### config.mk
export PLATFORM = sky130hd
export DESIGN_NAME = sipo_receiver
export DESIGN_NICKNAME = d
export VERILOG_FILES = /design/src/rtl/sipo_pkg.sv /design/src/rtl/sipo_receiver.sv
export SDC_FILE = /design/constraint.sdc
export NUM_CORES = 1
export LEC_CHECK = 0
export ABC_AREA = 1
export CORE_MARGIN = 8
export CORE_UTILIZATION = 30
export CTS_CLUSTER_DIAMETER = 150
export CTS_CLUSTER_SIZE = 10
export DETAILED_ROUTE_END_ITERATION = 10
export SLEW_MARGIN = 20
export SYNTH_ARGS = -nofsm -noshare
export SYNTH_HDL_FRONTEND = slang
export SYNTH_SLANG_ARGS = --single-unit
### constraint.sdc
create_clock -name clk -period 1.5 [get_ports clk]
set_clock_uncertainty 0.05 [all_clocks]
set_input_delay 0.225 -clock clk [delete_from_list [all_inputs] [get_ports clk]]
set_output_delay 0.225 -clock clk [all_outputs]
set_load 0.005 [all_outputs]
### src/rtl/sipo_pkg.sv
// sipo_pkg: frame format and receiver state encoding shared by both ends of the serial link
package sipo_pkg;
    localparam logic [1:0] ST_IDLE = 2'd0;
    localparam logic [1:0] ST_DATA = 2'd1;
    localparam logic [1:0] ST_STOP = 2'd2;
    localparam logic START_BIT  = 1'b0;
    localparam logic STOP_BIT   = 1'b1;
    localparam logic IDLE_LEVEL = 1'b1;
endpackage

### src/rtl/sipo_receiver.sv
// sipo_receiver: strobe-sampled serial frame receiver with a valid/ack parallel output
module sipo_receiver
    import sipo_pkg::*;
#(
    parameter int WIDTH     = 8,
    parameter bit MSB_FIRST = 1'b1
) (
    input  logic             clk,
    input  logic             rst,
    input  logic             bit_en,
    input  logic             ser_in,
    output logic [WIDTH-1:0] par_out,
    output logic             par_valid,
    input  logic             par_ack,
    output logic             frame_err,
    output logic             overrun,
    output logic             busy
);
    localparam int CW = $clog2(WIDTH + 1);

    logic [1:0]       state, state_nx;
    logic [CW-1:0]    bit_cnt;
    logic [WIDTH-1:0] shift_reg, shift_nx;
    logic             last_bit, stop_hit, good_stop;

    assign last_bit  = bit_cnt == CW'(WIDTH - 1);
    assign stop_hit  = bit_en && state == ST_STOP;
    assign good_stop = stop_hit && ser_in == STOP_BIT;
    assign shift_nx  = MSB_FIRST ? {shift_reg[WIDTH-2:0], ser_in} : {ser_in, shift_reg[WIDTH-1:1]};

    always_comb
        state_nx = !bit_en           ? state :
                   state == ST_IDLE  ? (ser_in == START_BIT ? ST_DATA : ST_IDLE) :
                   state == ST_DATA  ? (last_bit ? ST_STOP : ST_DATA) :
                   ST_IDLE;

    // busy mirrors the next state so it is a plain register aligned with state
    always_ff @(posedge clk or negedge rst)
        if (!rst) begin
            state <= ST_IDLE;
            busy  <= 1'b0;
        end else begin
            state <= state_nx;
            busy  <= state_nx != ST_IDLE;
        end

    always_ff @(posedge clk or negedge rst)
        if (!rst)
            bit_cnt <= '0;
        else if (bit_en)
            bit_cnt <= state == ST_IDLE              ? '0 :
                       state == ST_DATA && !last_bit ? bit_cnt + 1'b1 :
                       bit_cnt;

    always_ff @(posedge clk or negedge rst)
        if (!rst)
            shift_reg <= '0;
        else if (bit_en && state == ST_DATA)
            shift_reg <= shift_nx;

    always_ff @(posedge clk or negedge rst)
        if (!rst) begin
            par_out   <= '0;
            par_valid <= 1'b0;
            frame_err <= 1'b0;
            overrun   <= 1'b0;
        end else begin
            par_out   <= good_stop ? shift_reg : par_out;
            par_valid <= good_stop || (par_valid && !par_ack);
            frame_err <= stop_hit && ser_in != STOP_BIT;
            overrun   <= good_stop && par_valid && !par_ack;
        end
endmodule

==> results of run 1 <==
## kinds of logic (layout without fill, tap and decap cells)
logic type	Yosys count	after routing	share of synthesized area
and+or+nand+nor	47	47	0.188
DFF	26	26	0.577
AOI/OAI and AO/OA	21	21	0.130
buffers and inverters	21	43	0.0866
adders and majority gates	1	1	0.0111
xor gates and xnor gates	1	1	0.00777
## per-stage QoR
| stage | hold WS [ps] | setup TNS [ps] | worst slack (ps) | power [mW] | cell area (um2) |
|---|---|---|---|---|---|
| 2_1_floorplan | -121 | 0 | 259 | 1.47 | 1130 |
| 3_3_place_gp | 415 | 0 | 21.3 | 1.64 | 1370 |
| 3_5_place_dp | 419 | -12.5 | -10.9 | 1.66 | 1370 |
| 4_1_cts | 280 | 0 | 63.3 | 2.26 | 1440 |
| 5_1_grt | 304 | 0 | 23.4 | 2.39 | 1440 |
| 6_report | 272 | 0 | 92.5 | 2.21 | 1440 |
## worst max path at each step
stage | end | cells after the start | startpoint
floorplan | bit_cnt[1] | 7 | bit_cnt[0]
global placement | par_out[0] | 4 | bit_en
detailed placement | par_out[0] | 3 | bit_en
CTS | par_out[6] | 1 | par_out[6]
global route | bit_cnt[0] | 7 | bit_cnt[0]
finish | par_out[6] | 1 | par_out[6]
## routing by layer
layer,share of wire,GRT usage,routed length [um],vias to the layer above
met3,0.064,0.0326,126,2
met1,0.45,0.0719,878,359
met2,0.48,0.120,937,24
met5,0,0,0,-
met4,0.0082,0.0170,16,0
li1,-,-,-,409
## cell type report
cell class	count	area, um2
tap	48	60.1
multi-input combinational	70	379
inverter	18	67.6
fill	378	2190
timing repair buffer	21	210
clock inverter	1	30.0
clock buffer	3	41.3
sequential	26	651
## power groups by stage
stage                     combinational [mW]  clock [mW]  sequential, mW
after floorplan                        0.481           0           0.985
after global placement                 0.638           0            1.00
after detailed placement               0.658           0            1.01
after CTS                              0.668       0.595           0.994
after global routing                   0.754       0.616            1.01
final                                  0.655       0.567           0.992
## placed cells by master (no fill, tap or decap), types with 2 or more instances in the layout
cell	count
sky130_fd_sc_hd__buf_4	4
sky130_fd_sc_hd__clkbuf_8	3
sky130_fd_sc_hd__clkdlybuf4s50_1	16
sky130_fd_sc_hd__dfrtp_1	26
sky130_fd_sc_hd__inv_1	17
sky130_fd_sc_hd__nand2_1	32
sky130_fd_sc_hd__nand2_2	2
sky130_fd_sc_hd__nand3_1	3
sky130_fd_sc_hd__nor2_1	5
sky130_fd_sc_hd__o21ai_0	10
sky130_fd_sc_hd__o21ai_2	8
==> impl_metrics.json, run 1 <==
{
  "wl_per_cell_um": 10.5,
  "grt_first_pass_wirelength_um": 3400,
  "yosys.cell_count.top_type": "sky130_fd_sc_hd__nand2_1",
  "layout_worst_path_cycle_share": 0.938,
  "synth-seq-cells": 26,
  "route.vias.total": 794,
  "postCtsSetupRepairBufs": 0,
  "status": "finished, final reports clean",
  "p_seq_frac": 0.448,
  "grt_start_max_net_pins": 27,
  "cts-root-to-sink-buffers": 2,
  "power_report.internal_total_mw": 1.51,
  "synth-main-ff-cell": "sky130_fd_sc_hd__dfrtp_1",
  "final_net_count": 146,
  "synth_area_leaders": "sky130_fd_sc_hd__dfrtp_1 (58%), sky130_fd_sc_hd__nand2_1 (11%), sky130_fd_sc_hd__o21ai_2 (6.2%)",
  "cts-root-buf": "sky130_fd_sc_hd__clkbuf_8",
  "drt-vias-per-instance": 4.25,
  "powerDensity_nw_per_um2": 1540,
  "path_class": "reg -> out",
  "post_synth_num_cell_types": 21,
  "die-height_um": 77.3,
  "grt_use_total": 0.0686,
  "r2r_start": "bit_cnt[0]",
  "worst_path_cell_chain": "clkdlybuf4s50_1",
  "critical_path.max_fanout": 2,
  "worst-path-buf-inv": 1,
  "grt_antenna_before_repair": 0,
  "synth-edff-count": 0,
  "top_cell_type_by_total_area_after_synthesis": "sky130_fd_sc_hd__dfrtp_1",
  "num_rows": 22,
  "fraction_of_layout_cells_with_a_size_suffix_above_1": 0.173,
  "detailed_place_hpwl_um": 1430,
  "maximum_clock_frequency_mhz": 710,
  "tightest_slew_ps": 327,
  "start_util": 0.310,
  "gpl.final_weighted_congestion": 0.835,
  "power.share.combinational": 0.296,
  "die_w_um": 77.3,
  "final_period_demand_of_the_worst_path_ps": 1410,
  "hold_viol": 0,
  "post_synth_most_frequent_cells": "sky130_fd_sc_hd__nand2_1 (32), sky130_fd_sc_hd__dfrtp_1 (26), sky130_fd_sc_hd__inv_1 (17)",
  "syn_avg_cell_area_um2": 9.64,
  "worstPathArrival_ps": 1130,
  "synth_nets": 123,
  "tritoncts": "yes",
  "p_sw_frac": 0.317,
  "stdcell_count": 187,
  "drt_wl_total_um": 1960,
  "cts_hold_repair.buffers": 0,
  "crit_path_top_delay_cell": "sky130_fd_sc_hd__clkdlybuf4s50_1",
  "detailedRoute.firstPassIterationCount": 4,
  "fin_util": 0.396,
  "placed_cells_incl_taps": 183,
  "yosys_synthesis_warning_count": 0,
  "clockPowerShare": 0.256,
  "numPortBuffers": 16,
  "numCtsBuffers": 3,
  "cts_repair_resize_count": 0,
  "vdd_drop_max_v": 0.000990,
  "synth_sequential_area_ratio": 0.577,
  "cts.htree.levels": 1,
  "numClockSinks": 26,
  "timing.reg2reg.setup_slack_ps": 130,
  "area_growth_pct": 27.6,
  "antenna_violating_nets_post_route": 0,
  "fraction_of_registers_with_async_set_reset": 1.00,
  "r2r_end": "bit_cnt[2]",
  "critical_path.endpoint_type": "output port",
  "final_slew_violations": 0,
  "worst_path_dominant_cell_family": "buffers and inverters",
  "synth_cells": 117,
  "setup.worst_path.start_class": "flop",
  "clkSlewWorstSetupHoldPaths_ps": 90,
  "floorplan.core_area_um2": 3630,
  "overflow": 0,
  "synth_area_um2": 1130,
  "crit_required_ps": 1220,
  "remaining_drc_errors": 0,
  "grt_setup_unrepaired": "no",
  "switching_power_of_the_nets_mw": 0.701,
  "number_of_global_route_vias_before_repair": 797,
  "insertedDiodeCount": 0,
  "timing.slew.headroom": 0.782,
  "timing.hold.worst.class": "in -> async",
  "drt-initial-drc-count": 30,
  "r2r_cells": 7,
  "power_leakage_nw": 0.666,
  "drv.max_cap_violation_count": 0,
  "cp_slowest_stage_delay_ps": 510,
  "ioPinCount": 17,
  "floorplan.die_area_um2": 5980,
  "worst_skew_pair.late_latency_ps": 270,
  "synth_top_cell_area_share": 0.577,
  "setup_viol": 0
}
Note: power is estimated with default switching activity, not from simulation.
==> inputs of run 2 (changes only) <==
--- a/config.mk
+++ b/config.mk
@@ -11,6 +11,7 @@
 export CTS_CLUSTER_DIAMETER = 150
 export CTS_CLUSTER_SIZE = 10
 export DETAILED_ROUTE_END_ITERATION = 10
+export SKIP_CTS_REPAIR_TIMING = 1
 export SLEW_MARGIN = 20
 export SYNTH_ARGS = -nofsm -noshare
 export SYNTH_HDL_FRONTEND = slang
==> results of run 2 <==
Same layout as run 1: the final DEF is identical, and so are final timing and power.
